[config.mk]
export PLATFORM = sky130hd
export DESIGN_NAME = pin_input_conditioner
export DESIGN_NICKNAME = d
export VERILOG_FILES = /design/src/rtl/pin_cond_pkg.sv /design/src/rtl/pin_debounce_bit.sv /design/src/rtl/pin_input_conditioner.sv
export SDC_FILE = /design/constraint.sdc
export NUM_CORES = 1
export LEC_CHECK = 0
export CAP_MARGIN = 30
export CELL_PAD_IN_SITES_DETAIL_PLACEMENT = 0
export CELL_PAD_IN_SITES_GLOBAL_PLACEMENT = 1
export CORE_MARGIN = 1
export CORE_UTILIZATION = 29
export DETAILED_ROUTE_END_ITERATION = 6
export MAX_ROUTING_LAYER = met4
export PLACE_DENSITY_LB_ADDON = 0.25
export SLEW_MARGIN = 20
export SYNTH_ARGS = -nofsm -noshare
export SYNTH_HDL_FRONTEND = slang
export SYNTH_HIERARCHICAL = 1
export SYNTH_SLANG_ARGS = --single-unit
[constraint.sdc]
create_clock -name clk -period 1.35 [get_ports clk]
set_input_delay 0.27 -clock clk [delete_from_list [all_inputs] [get_ports clk]]
set_output_delay 0.27 -clock clk [all_outputs]
set_load 0.05 [all_outputs]
[src/rtl/pin_cond_pkg.sv]
// Shared types and constants for the pin input conditioner.
// Optional glitch statistics are enabled with PIN_COND_GLITCH_STATS_EN.
package pin_cond_pkg;

   typedef enum logic {
      ST_STABLE,
      ST_PENDING
   } deb_state_e;

   localparam logic [7:0] GLITCH_SAT = 8'hFF;

   // Counter must hold values 0..DEBOUNCE_CYCLES-1 plus headroom for the compare.
   function automatic int deb_cnt_width(input int cycles);
      return (cycles < 1) ? 1 : $clog2(cycles + 1);
   endfunction

endpackage

[src/rtl/pin_debounce_bit.sv]
// Single-pin conditioner: two-flop synchroniser, debounce FSM with counter,
// registered clean value and one-cycle rise/fall pulses.
module pin_debounce_bit
   import pin_cond_pkg::*;
#(
   parameter int unsigned DEBOUNCE_CYCLES = 4,
   parameter logic        RESET_LEVEL     = 1'b0
) (
   input  logic clk,
   input  logic reset_n,
   input  logic pin_raw_i,
   input  logic tick_i,
   output logic pin_clean_o,
   output logic rise_o,
   output logic fall_o,
   output logic commit_o,
   output logic abort_o
);

   localparam int CW = deb_cnt_width(DEBOUNCE_CYCLES);
   localparam logic [CW-1:0] CNT_LAST = CW'(DEBOUNCE_CYCLES - 1);

   logic          sync1_q;
   logic          sync2_q;
   logic          clean_q;
   logic          rise_q;
   logic          fall_q;
   deb_state_e    state_q, state_d;
   logic [CW-1:0] cnt_q, cnt_d;
   logic          commit;
   logic          abort;
   logic          differs;

   assign differs = (sync2_q != clean_q);

   always_ff @(posedge clk or negedge reset_n) begin
      if (!reset_n) begin
         sync1_q <= RESET_LEVEL;
         sync2_q <= RESET_LEVEL;
         clean_q <= RESET_LEVEL;
         rise_q  <= 1'b0;
         fall_q  <= 1'b0;
         state_q <= ST_STABLE;
         cnt_q   <= '0;
      end else begin
         sync1_q <= pin_raw_i;
         sync2_q <= sync1_q;
         state_q <= state_d;
         cnt_q   <= cnt_d;
         if (commit) begin
            clean_q <= sync2_q;
         end
         rise_q  <= commit & sync2_q;
         fall_q  <= commit & ~sync2_q;
      end
   end

   // A glitch back to the clean level aborts immediately, independent of tick.
   always_comb begin
      state_d = state_q;
      cnt_d   = cnt_q;
      commit  = 1'b0;
      abort   = 1'b0;
      case (state_q)
         ST_STABLE: begin
            cnt_d = '0;
            if (differs && tick_i) begin
               if (DEBOUNCE_CYCLES == 1) begin
                  commit = 1'b1;
               end else begin
                  cnt_d   = CW'(1);
                  state_d = ST_PENDING;
               end
            end
         end
         ST_PENDING: begin
            if (!differs) begin
               cnt_d   = '0;
               state_d = ST_STABLE;
               abort   = 1'b1;
            end else if (tick_i) begin
               if (cnt_q == CNT_LAST) begin
                  commit  = 1'b1;
                  cnt_d   = '0;
                  state_d = ST_STABLE;
               end else begin
                  cnt_d = cnt_q + CW'(1);
               end
            end
         end
         default: begin
            cnt_d   = '0;
            state_d = ST_STABLE;
         end
      endcase
   end

   assign pin_clean_o = clean_q;
   assign rise_o      = rise_q;
   assign fall_o      = fall_q;
   assign commit_o    = commit;
   assign abort_o     = abort;

endmodule

[src/rtl/pin_input_conditioner.sv]
// GPIO input conditioner feeding the core PINC input: per-bit sync/debounce,
// edge pulses, sticky maskable change flags. Glitch stats: PIN_COND_GLITCH_STATS_EN.
module pin_input_conditioner
   import pin_cond_pkg::*;
#(
   parameter int unsigned WIDTH           = 8,
   parameter int unsigned DEBOUNCE_CYCLES = 4,
   parameter int unsigned PRESCALE        = 1,
   parameter logic        RESET_LEVEL     = 1'b0
) (
   input  logic             clk,
   input  logic             reset_n,
   input  logic [WIDTH-1:0] pin_raw,
   input  logic [WIDTH-1:0] irq_mask,
   input  logic [WIDTH-1:0] flag_clear,
`ifdef PIN_COND_GLITCH_STATS_EN
   input  logic             glitch_clear,
   output logic [7:0]       glitch_count,
`endif
   output logic [WIDTH-1:0] pin_clean,
   output logic [WIDTH-1:0] rise_pulse,
   output logic [WIDTH-1:0] fall_pulse,
   output logic [WIDTH-1:0] change_flag,
   output logic             change_irq
);

   localparam int PW = (PRESCALE > 1) ? $clog2(PRESCALE) : 1;
   localparam logic [PW-1:0] PRE_LAST = PW'(PRESCALE - 1);

   logic [PW-1:0]    presc_q, presc_d;
   logic             tick;
   logic [WIDTH-1:0] commit;
   logic [WIDTH-1:0] abort;
   logic [WIDTH-1:0] flag_q, flag_d;

   // With PRESCALE=1 the counter is pinned at 0 and tick is constantly high.
   assign tick    = (presc_q == PRE_LAST);
   assign presc_d = tick ? '0 : presc_q + PW'(1);

   always_ff @(posedge clk or negedge reset_n) begin
      if (!reset_n) begin
         presc_q <= '0;
      end else begin
         presc_q <= presc_d;
      end
   end

   genvar gi;
   generate
      for (gi = 0; gi < WIDTH; gi++) begin : g_bit
         pin_debounce_bit #(
            .DEBOUNCE_CYCLES (DEBOUNCE_CYCLES),
            .RESET_LEVEL     (RESET_LEVEL)
         ) u_bit (
            .clk         (clk),
            .reset_n     (reset_n),
            .pin_raw_i   (pin_raw[gi]),
            .tick_i      (tick),
            .pin_clean_o (pin_clean[gi]),
            .rise_o      (rise_pulse[gi]),
            .fall_o      (fall_pulse[gi]),
            .commit_o    (commit[gi]),
            .abort_o     (abort[gi])
         );
      end
   endgenerate

   // Set has priority over a same-cycle clear; the mask only gates new sets.
   assign flag_d = (flag_q & ~flag_clear) | (commit & irq_mask);

   always_ff @(posedge clk or negedge reset_n) begin
      if (!reset_n) begin
         flag_q <= '0;
      end else begin
         flag_q <= flag_d;
      end
   end

   assign change_flag = flag_q;
   assign change_irq  = |flag_q;

`ifdef PIN_COND_GLITCH_STATS_EN
   localparam int AW = $clog2(WIDTH + 1);
   localparam int SW = 8 + AW;

   logic [AW-1:0] abort_cnt;
   logic [SW-1:0] glitch_sum;
   logic [7:0]    glitch_q, glitch_d;

   always_comb begin
      abort_cnt = '0;
      for (int i = 0; i < WIDTH; i++) begin
         abort_cnt = abort_cnt + AW'(abort[i]);
      end
      glitch_sum = SW'(glitch_q) + SW'(abort_cnt);
      if (glitch_clear) begin
         glitch_d = '0;
      end else if (glitch_sum > SW'(GLITCH_SAT)) begin
         glitch_d = GLITCH_SAT;
      end else begin
         glitch_d = glitch_sum[7:0];
      end
   end

   always_ff @(posedge clk or negedge reset_n) begin
      if (!reset_n) begin
         glitch_q <= '0;
      end else begin
         glitch_q <= glitch_d;
      end
   end

   assign glitch_count = glitch_q;
`else
   logic unused_abort;
   assign unused_abort = ^abort;
`endif

endmodule
Yosys cells after proc, flatten, opt, wreduce, memory -nomap -nowiden
Index checks and enable logic that the tools add are counted.
{ "totals": {"latchBits": 0, "regBits": 81, "ram_bits": 0, "out_inout_bits": 33, "memories": 0, "wordCells": 250, "romBits": 0} }
{ "classes": {"n_reduce_logical": 9, "magnitude_cmp": 0, "mux": 113, "n_eq_ne": 24, "div_mod_pow": 0, "n_bitwise": 37, "mul": 0, "shift": 0, "addsub": 9} }
{ "op_table": {"columns": ["cell", "count"], "rows": [
  ["$mux 1", 73],
  ["$mux 3", 24],
  ["$pmux 3 s2", 8],
  ["$add 3x1->3 const B", 8],
  ["$eq 3x2->1 const B", 8],
  ["$ne 3x3->1 const B", 8],
  ["$not 1->1", 17],
  ["$and 1x1->1", 16],
  ["$and 8x8->8", 2],
  ["$pmux 1 s2", 8],
  ["$logic_and 1x1->1", 8],
  ["$ne 1x1->1", 8],
  ["$not 8->8", 1],
  ["$or 8x8->8", 1],
  ["$reduce_or 8->1", 1],
  ["$add 1x1->1 const B", 1]
]} }

Longest topological paths before layout
{ "depth": {"ltp_word": 7, "depth_mapped": 5, "mapped_depth_nobuf": 5} }

Hierarchy
The synthesis kept the hierarchy.
{ "by_module_without_submodules": {"columns": ["module", "area_per_inst_um2", "cells_per_inst", "n_inst"], "rows": [
  ["pin_debounce_bit at g_bit[0].u_bit ...", 379.1, 27, 6],
  ["pin_debounce_bit at g_bit[6].u_bit ...", 389.1, 30, 2],
  ["pin_input_conditioner", 320.3, 36, 1]
]} }

Worst setup path after synthesis
OpenSTA, ideal clock, no wires.
{ "synth_timing": {"path_kind": "register to output", "from": "register flag_q[6], in the netlist change_flag[6]", "to": "output port change_irq", "stages_incl_launch_ff": 3, "path_slack_ps": -123, "arrival_time_ps": 1203, "t_required_ps": 1080, "cell_sequence": "dfrtp_1 > nor4_1 > nand2_1"} }
{ "synth_via": {"elab_chain_len": 1} }
{ "synth_rtl": {"columns": ["item", "line_no", "source"], "rows": [
  ["start: declaration", "pin_input_conditioner.sv:34", "logic [WIDTH-1:0] flag_q, flag_d;"],
  ["start signal: assignment", "pin_input_conditioner.sv:75", "flag_q <= flag_d;"],
  ["$reduce_or 8->1", "pin_input_conditioner.sv:80", "assign change_irq = |flag_q;"],
  ["end: declaration", "pin_input_conditioner.sv:24", "output logic change_irq"]
]} }
Every way passes these cells.

Worst setup path in the final report
{ "layout_timing": {"from": "register flag_q[7], in the netlist change_flag[7]", "to": "output port change_irq"} }
Same word-level chain as after synthesis.

==> impl_metrics.toml <==
[clocking]
clock-sinks = 80
ctsLongestPathBuffers = 2
h-tree-depth = 3
cts_tree = "built"
cts_root_buffer = "clkbuf_16"
clk_pin_slew_ps = 60
numCtsBuffers = 9
insertion_delay_ps = 330

[route]
drtIter0Drc = 49
dr.pass1.iters = 4
viasPerCell = 4.08
totalWireLength_um = 6150
drc = 0
avgRoutedWirePerCell_um = 11.1
ant_nets = 0
vias = 2254

[global_routing]
grt_usage_pct = 12.5
grt_max_degree = 26
grt_most_used_layer = "met2"
antenna_found_initial = 0
grt_pass1_wl_um = 10800
met3_usage_pct = 3.89
overflow = 0
met2_usage_pct = 18.1
grt_pass1_vias = 2342
gr-usage-met1_pct = 15.9

[cells_and_area]
diodes = 0
finalNonFillerCells = 552
final_util_pct = 48.1
drive_gt1_share_pct = 36.2
nNetsFinal = 441
syn2layout_area_growth_pct = 59.1
fillCellCount = 975

[timing]
finClkSkew_ps = 5.17
layout_min_cycle_time_ps = 1570
finalSetupViolCount = 3
rsz0062_at_grt = "true"
hold_viol = 0
fin_crit_sh_pct = 116
layout_setup_ws_ps = -222
hold_slack_ps = 343
max_freq_ghz = 0.636
slew_violations = 0

[floorplanning]
die_h_um = 109
die-area_mm2 = 0.0119
die_w_um = 109
top_level_ports = 59
core_region_area_mm2 = 0.0110
rows = 38
initial_core_util_pct = 30.3

[placed_design]
dp_hpwl_um = 4480
gp_congestion = 0.706
dp_cells = 527
io_buffers = 58

[synthesis]
syn_inst = 250
synth_warnings = 6
syn_avg_cell_area_um2 = 13.3
synth_area_mm2 = 0.00332

[run_status]
violations = "setup timing"
outcome = "finished, violations left"

[worst_setup_path]
crit_fanout = 2
critPathRequiredTime_ps = 1080
cp-start-kind = "register"
cp-end-kind = "output pin"
crit_type = "reg -> out"
cp.arrival_ps = 1300

[pwr]
power_density_mw_per_mm2 = 1010
leakage_nw = 2.45
peakVddDrop_uv = 464

[min_path]
worstHoldPathType = "reg -> reg"

[run]
cap_violations = 0
## registers in the layout, indices dropped and copies added (netlist names)
signal,count
g_bit.u_bit/cnt_q,24
change_flag,8
g_bit.u_bit/fall_o,8
g_bit.u_bit/pin_clean_o,8
g_bit.u_bit/rise_o,8
g_bit.u_bit/state_q,8
g_bit.u_bit/sync1_q,8
g_bit.u_bit/sync2_q,8
## cell type report
type	count	area [um^2]	area share (%)
sequential	80	2020	38.1
multi-input combinational	195	1460	27.7
timing repair buffer	99	1250	23.7
clock buffer	9	225	4.26
tap	140	175	3.31
inverter	22	82.6	1.56
clock inverter	7	71.3	1.35
## stage by stage
| stage | setup TNS, ps | cell area [um^2] | setup slack, ps | power (mW) |
|---|---|---|---|---|
| floorplan | -53.8 | 3510 | -53.8 | 2.74 |
| CTS | -348 | 5230 | -256 | 5.44 |
| detailed placement | -125 | 4850 | -49.7 | 2.98 |
| global route | -744 | 5290 | -274 | 5.62 |
| global placement | -5.42 | 4850 | -5.42 | 2.98 |
| finish | -292 | 5290 | -222 | 5.35 |
## power breakdown
group	internal, mW	leakage [nW]	total, mW	switching, mW
Combinational	0.224	1.27	0.423	0.199
Clock	1.43	0.138	2.40	0.973
Sequential	2.46	1.04	2.52	0.0560
## placed cells by master, fill, tap and decap left out, drive strengths merged, types with 8 or more instances in the layout
| master | count |
|---|---|
| clkbuf | 9 |
| and4b | 8 |
| nor3 | 16 |
| inv | 23 |
| conb | 48 |
| clkdlybuf4s50 | 24 |
| o21ai | 10 |
| buf | 74 |
| xnor2 | 8 |
| ha | 8 |
| dfrtp | 80 |
| nor2b | 14 |
| mux2i | 8 |
| mux2 | 8 |
| nand2 | 13 |
| nor2 | 10 |
| and2 | 8 |
## routing by layer
metal / share of wire (%) / vias to the layer above / wire length, um
met5: 0 / - / 0
met4: 0.99 / 0 / 61
met3: 5.3 / 9 / 328
met2: 46 / 53 / 2820
met1: 48 / 1051 / 2940
li1: - / 1141 / -
## final timing paths
path                                                      from                                      to  slack, ps  cells past startpoint
max in group asynchronous                              reset_n  g_bit[0].u_bit/pin_clean_o$_DFFE_PN0P_        460                      3
max reg2reg                g_bit[0].u_bit/cnt_q[0]$_DFFE_PN0P_  g_bit[0].u_bit/pin_clean_o$_DFFE_PN0P_        -10                      4
min in group asynchronous                              reset_n        g_bit[6].u_bit/state_q$_DFF_PN0_        370                      2
max                                   change_flag[7]$_DFF_PN0_                              change_irq       -220                      3
min reg2reg                   g_bit[2].u_bit/sync1_q$_DFF_PN0_        g_bit[2].u_bit/sync2_q$_DFF_PN0_        340                      0
min                           g_bit[2].u_bit/sync1_q$_DFF_PN0_        g_bit[2].u_bit/sync2_q$_DFF_PN0_        340                      0
## worst max-delay path, stage by stage, from the launching register on
cell     delay, ps
dfrtp_1        410
nor4_4         310
nand2_2         90
buf_6          160
## repair_timing
item,in CTS,in global routing
pin swaps,2,2
hold buffers,1,0
resized for setup,8,11
endpoints found under the setup margin,5,16
setup buffers,5,4
endpoints found under the hold margin,19,0
(Power assumes the default switching activity.)
